<file path="src/rtl/hb_domain_if.sv">
// Per-domain HB bus bundle: controller (master) drives selects and mapped
// fields, the domain responder (slave) returns read data and finish strobes.
interface hb_domain_if #(
    parameter int ADDR_WIDTH = 8
);
    logic                  ren;
    logic                  wen;
    logic [ADDR_WIDTH-1:0] raddr;
    logic [ADDR_WIDTH-1:0] waddr;
    logic [31:0]           wdata;
    logic [1:0]            write_width;
    logic [31:0]           rdata;
    logic                  read_finish;
    logic                  write_finish;

    modport master (
        output ren, wen, raddr, waddr, wdata, write_width,
        input  rdata, read_finish, write_finish
    );

    modport slave (
        input  ren, wen, raddr, waddr, wdata, write_width,
        output rdata, read_finish, write_finish
    );
endinterface

</file>
<file path="src/rtl/hb_domain_responder.sv">
// HB domain responder: register scratchpad with independent read/write
// channels, each finishing after a fixed number of wait states.
module hb_domain_responder #(
    parameter int ADDR_WIDTH = 8,
    parameter int DEPTH      = 16,
    parameter int READ_WAIT  = 1,
    parameter int WRITE_WAIT = 2
) (
    input  logic        clk,
    input  logic        rst_n,
    hb_domain_if.slave  bus
);
    localparam int          IDX_W  = ADDR_WIDTH - 2;
    localparam int          MEM_AW = $clog2(DEPTH);
    localparam logic [3:0]  RWAIT  = 4'(READ_WAIT);
    localparam logic [3:0]  WWAIT  = 4'(WRITE_WAIT);

    logic [3:0]  rcnt_q, rcnt_d;
    logic [3:0]  wcnt_q, wcnt_d;
    logic [31:0] mem_q [DEPTH];
    logic [31:0] mem_d [DEPTH];

    logic [IDX_W-1:0] ridx, widx;
    logic             rin_range, win_range;
    logic             rfin, wfin;
    logic [3:0]       be;
    logic [31:0]      wlane;
    logic             unused_addr_bits;

    assign ridx      = bus.raddr[ADDR_WIDTH-1:2];
    assign widx      = bus.waddr[ADDR_WIDTH-1:2];
    assign rin_range = 32'(ridx) < DEPTH;
    assign win_range = 32'(widx) < DEPTH;

    // Finish strobes depend only on select and counter, never on data.
    assign rfin = bus.ren && (rcnt_q == RWAIT);
    assign wfin = bus.wen && (wcnt_q == WWAIT);

    assign bus.read_finish  = rfin;
    assign bus.write_finish = wfin;

    // Reads return the whole aligned word; byte offset is irrelevant.
    assign unused_addr_bits = ^bus.raddr[1:0];

    always_comb begin
        bus.rdata = 32'h0;
        if (rfin && rin_range)
            bus.rdata = mem_q[ridx[MEM_AW-1:0]];
    end

    always_comb begin
        rcnt_d = 4'd0;
        if (bus.ren && !rfin)
            rcnt_d = rcnt_q + 4'd1;
        wcnt_d = 4'd0;
        if (bus.wen && !wfin)
            wcnt_d = wcnt_q + 4'd1;
    end

    // Byte-enable decode; misaligned and reserved widths yield no enables.
    always_comb begin
        be    = 4'b0000;
        wlane = bus.wdata;
        case (bus.write_width)
            2'd0: begin
                be    = 4'b0001 << bus.waddr[1:0];
                wlane = {4{bus.wdata[7:0]}};
            end
            2'd1: begin
                wlane = {2{bus.wdata[15:0]}};
                if (!bus.waddr[0])
                    be = bus.waddr[1] ? 4'b1100 : 4'b0011;
            end
            2'd2: begin
                if (bus.waddr[1:0] == 2'b00)
                    be = 4'b1111;
            end
            default: be = 4'b0000;
        endcase
    end

    always_comb begin
        for (int i = 0; i < DEPTH; i++)
            mem_d[i] = mem_q[i];
        if (wfin && win_range) begin
            for (int b = 0; b < 4; b++)
                if (be[b])
                    mem_d[widx[MEM_AW-1:0]][8*b +: 8] = wlane[8*b +: 8];
        end
    end

    // Reset wins over a write finishing in the same cycle.
    always_ff @(posedge clk) begin
        if (!rst_n) begin
            rcnt_q <= 4'd0;
            wcnt_q <= 4'd0;
            for (int i = 0; i < DEPTH; i++)
                mem_q[i] <= 32'h0;
        end else begin
            rcnt_q <= rcnt_d;
            wcnt_q <= wcnt_d;
            for (int i = 0; i < DEPTH; i++)
                mem_q[i] <= mem_d[i];
        end
    end
endmodule

</file>
<file path="src/flat_wrapper.sv">
// flat-port wrapper written by rule: the top's interface ports become plain ports
module hb_domain_responder_flat 
#(
    parameter int ADDR_WIDTH = 8,
    parameter int DEPTH      = 16,
    parameter int READ_WAIT  = 1,
    parameter int WRITE_WAIT = 2
)
  (clk, rst_n, bus_ren, bus_wen, bus_raddr, bus_waddr, bus_wdata, bus_write_width, bus_rdata, bus_read_finish, bus_write_finish);
  hb_domain_if #(.ADDR_WIDTH(ADDR_WIDTH)) bus_i ();
  input  logic clk;
  input  logic rst_n;
  input wire logic [$bits(bus_i.ren)-1:0] bus_ren;
  input wire logic [$bits(bus_i.wen)-1:0] bus_wen;
  input wire logic [$bits(bus_i.raddr)-1:0] bus_raddr;
  input wire logic [$bits(bus_i.waddr)-1:0] bus_waddr;
  input wire logic [$bits(bus_i.wdata)-1:0] bus_wdata;
  input wire logic [$bits(bus_i.write_width)-1:0] bus_write_width;
  output wire logic [$bits(bus_i.rdata)-1:0] bus_rdata;
  output wire logic [$bits(bus_i.read_finish)-1:0] bus_read_finish;
  output wire logic [$bits(bus_i.write_finish)-1:0] bus_write_finish;
  assign bus_i.ren = bus_ren;
  assign bus_i.wen = bus_wen;
  assign bus_i.raddr = bus_raddr;
  assign bus_i.waddr = bus_waddr;
  assign bus_i.wdata = bus_wdata;
  assign bus_i.write_width = bus_write_width;
  assign bus_rdata = bus_i.rdata;
  assign bus_read_finish = bus_i.read_finish;
  assign bus_write_finish = bus_i.write_finish;
  hb_domain_responder #(.ADDR_WIDTH(ADDR_WIDTH), .DEPTH(DEPTH), .READ_WAIT(READ_WAIT), .WRITE_WAIT(WRITE_WAIT)) u_core (.clk(clk), .rst_n(rst_n), .bus(bus_i));
endmodule
</file>
<file path="config.mk">
export PLATFORM = sky130hd
export DESIGN_NAME = hb_domain_responder_flat
export DESIGN_NICKNAME = d
export VERILOG_FILES = /design/src/rtl/hb_domain_if.sv /design/src/rtl/hb_domain_responder.sv /design/src/flat_wrapper.sv
export SDC_FILE = /design/constraint.sdc
export NUM_CORES = 1
export LEC_CHECK = 0
export BUFFER_PORTS_ARGS = -buffer_cell sky130_fd_sc_hd__buf_4
export CAP_MARGIN = 20
export CORE_ASPECT_RATIO = 0.75
export CORE_UTILIZATION = 45
export CTS_CLUSTER_DIAMETER = 200
export DETAILED_ROUTE_END_ITERATION = 8
export HOLD_SLACK_MARGIN = 0.12
export PLACE_DENSITY = 0.71
export SKIP_LAST_GASP = 1
export SYNTH_ARGS = -nofsm -noshare
export SYNTH_HDL_FRONTEND = slang
export SYNTH_SLANG_ARGS = --single-unit
</file>
<file path="constraint.sdc">
create_clock -name clk -period 5.7 [get_ports clk]
set_clock_uncertainty 0.15 [all_clocks]
set_input_delay 0.855 -clock clk [delete_from_list [all_inputs] [get_ports clk]]
set_output_delay 0.855 -clock clk [all_outputs]
set_load 0.01 [all_outputs]
</file>
==> results.toml <==
[yosys]
netlist_top_cells_area = "dfxtp_1 (43%), mux2i_1 (17%), mux4_2 (12%)"
synth_cell_types = 47
syn-cell-area_um2 = 24430
synth_top_area_share_pct = 42.60
synth.yosys.seq_area_share_pct = 42.60
synth_area_leader_cell = "dfxtp_1"
synthTopCellsByCount = "dfxtp_1 (520), mux2i_1 (416), nand2_1 (356), clkbuf_1 (137), mux4_2 (128)"
ys_ff_latch = 520
yosysMostFrequentCell = "dfxtp_1"
synth_warnings = 0
synth_nets = 2314
synth_edf_count = 0
synth-async-reset-ratio_pct = 0
syn_inst = 2256
synthFlopType = "dfxtp_1"
avgSynthCellArea_um2 = 10.83

[place]
dpl.hpwl_um = 41070
preCtsSetupSlack_ns = 1.044
io_buffers = 85
gp_routability_congestion = 0.8032
placed_area_um2 = 25410

[die]
initial_utilization_pct = 45.81
rows = 73
die_y_um = 203.8
fp.dieW_um = 271.1
core_um2 = 53340
die-area_um2 = 55250
ios = 88

[worst_hold_path]
hp-class = "flip-flop to flip-flop"

[timing]
timing.setup.tns_ns = 0
setup_viol = 0
fmax_mhz = 233.4
hold_slack_ns = 0.3046
setup_ws_ns = 1.416
fin_crit_sh_pct = 75.15
maxSlewHeadroom_pct = 22.77
hold_viol_final = 0
worst_pin_slew_ns = 1.159
maxSlewViolCount = 0
rsz0062_at_grt = "no"
final.min_clock_period_ns = 4.284

[cts]
clock_latency_ns = 0.57
max-clock-path-buffers = 3
cts_tree = "done"
cts_resized = 0
cts.sinks = 520
ctsRootBufferMaster = "clkbuf_16"
clk_pin_slew_ns = 0.06
cts_max_level = 2
numCtsBuffers = 48
postCtsSetupBuffers = 0
postCtsHoldBufs = 0

[global_route]
grt_pass1_wl_um = 100700
antenna_found_initial = 0
gr-usage-all-layers_pct = 23.11
grt_max_degree = 143
grt_overflow = 0
first_global_vias = 17598

[status]
status = "complete, no violations"

[cells_and_area]
syn2layout_area_growth_pct = 10.70
drive_gt1_share_pct = 18.73
post-route-cell-area_um2 = 27050
nNetsFinal = 2271
diodes = 0

[pwr]
leakage_nw = 9.349
peakVddDrop_mv = 0.1933
power.density_nw_per_um2 = 273.0

[detailed_routing]
first_pass_iters = 5
drt-met1-wl_um = 28970
routed_wirelength_um = 64640
dr_wl_met3_um = 4989
vias = 17501
top_layer_used = "met4"
drc = 0
wl_met2_um = 29410
detail_route.wl_per_cell_um = 21.84
drtAntennaViolNets = 0
vias_per_cell = 5.913
drt_iter0_drc = 1492

[worst_setup_path]
endpoint_kind = "output pin"
critPathLaunchType = "flip-flop"
crit_type = "flip-flop to output pin"
required_ns = 4.70
crit_path_max_fanout = 25
worstPathArrival_ns = 3.28

[run]
max_cap_viol_count = 0
[power by group]
group          internal [W]  total [W]  switching, W
clock network       0.00189    0.00330       0.00141
registers           0.00363    0.00364    0.00000160
logic              0.000127   0.000445      0.000318
total               0.00565    0.00739       0.00173
[worst max-delay path, cell delays in order (launching register included)]
cell and delay [ns]:
dfxtp_1 0.39, ha_1 0.18, nor4bb_1 0.53, nand3_2 0.48, buf_12 0.32, o221ai_1 0.54
buf_4 0.24
[sequential cells by signal (all words and copies together), names as in the netlist]
| name | flops |
|---|---|
| u_core.rcnt_q | 4 |
| u_core.mem_q | 512 |
| u_core.wcnt_q | 4 |
[cells in the final DEF (no fill, tap or decap), types with 15 or more instances in the layout]
| cell | netlist | layout |
|---|---|---|
| o221ai_1 | 32 | 32 |
| o21ai_1 | 47 | 47 |
| clkbuf_16 | 0 | 49 |
| inv_1 | 67 | 67 |
| buf_4 | 1 | 109 |
| nor4_4 | 41 | 41 |
| mux4_2 | 128 | 128 |
| o211ai_1 | 97 | 97 |
| clkbuf_8 | 0 | 15 |
| mux2i_1 | 416 | 416 |
| nand2_1 | 356 | 356 |
| nor2b_1 | 122 | 122 |
| o21ai_0 | 66 | 66 |
| mux2_2 | 48 | 48 |
| dfxtp_1 | 520 | 520 |
[per-stage QoR]
stage | utilization, % | total power, W | instances
global route | 50.71 | 0.007614 | 2960
floorplan | - | 0.004018 | 2256
finish | 50.71 | 0.007385 | 2960
detailed placement | 47.64 | 0.004155 | 2873
CTS | 50.63 | 0.007429 | 2958
global placement | 47.59 | 0.004144 | 2872
[cells by family (layout without fill, tap and decap cells)]
logic type                 after synthesis  in the layout  synth area share (%)
DFF                                    520            520                 42.60
adders and majority gates                4              4                0.2048
xor gates and xnor gates                 6              6                0.2151
AOI/OAI and AO/OA                      255            255                 6.862
buffers and inverters                  279            271                 4.685
muxes                                  592            592                 31.05
and+or+nand+nor                        600            600                 14.38
[layout make-up]
type | instances | area [um2]
fill | 4710 | 26290
multi-input combinational | 1457 | 12910
sequential | 520 | 10410
clock buffer | 73 | 1456
timing repair buffer | 118 | 985.9
tap | 712 | 890.9
inverter | 68 | 256.5
clock inverter | 12 | 141.4
[metal layers]
layer	track usage (%)	vias up
met4	6.174	0
met3	4.392	97
met2	36.70	601
li1	-	7961
met1	32.17	8842
met5	0	-
[final timing paths]
check | depth (start not counted) | start | slack [ns] | end
worst min-delay path | 2 | u_core.mem_q[0][15] | 0.30 | u_core.mem_q[0][15]
worst max-delay path | 6 | u_core.rcnt_q[0] | 1.42 | bus_rdata[18]
worst min register to register | 2 | u_core.mem_q[0][15] | 0.30 | u_core.mem_q[0][15]
worst max register to register | 6 | u_core.wcnt_q[1] | 2.08 | u_core.mem_q[13][25]
(Power assumes the default switching activity.)
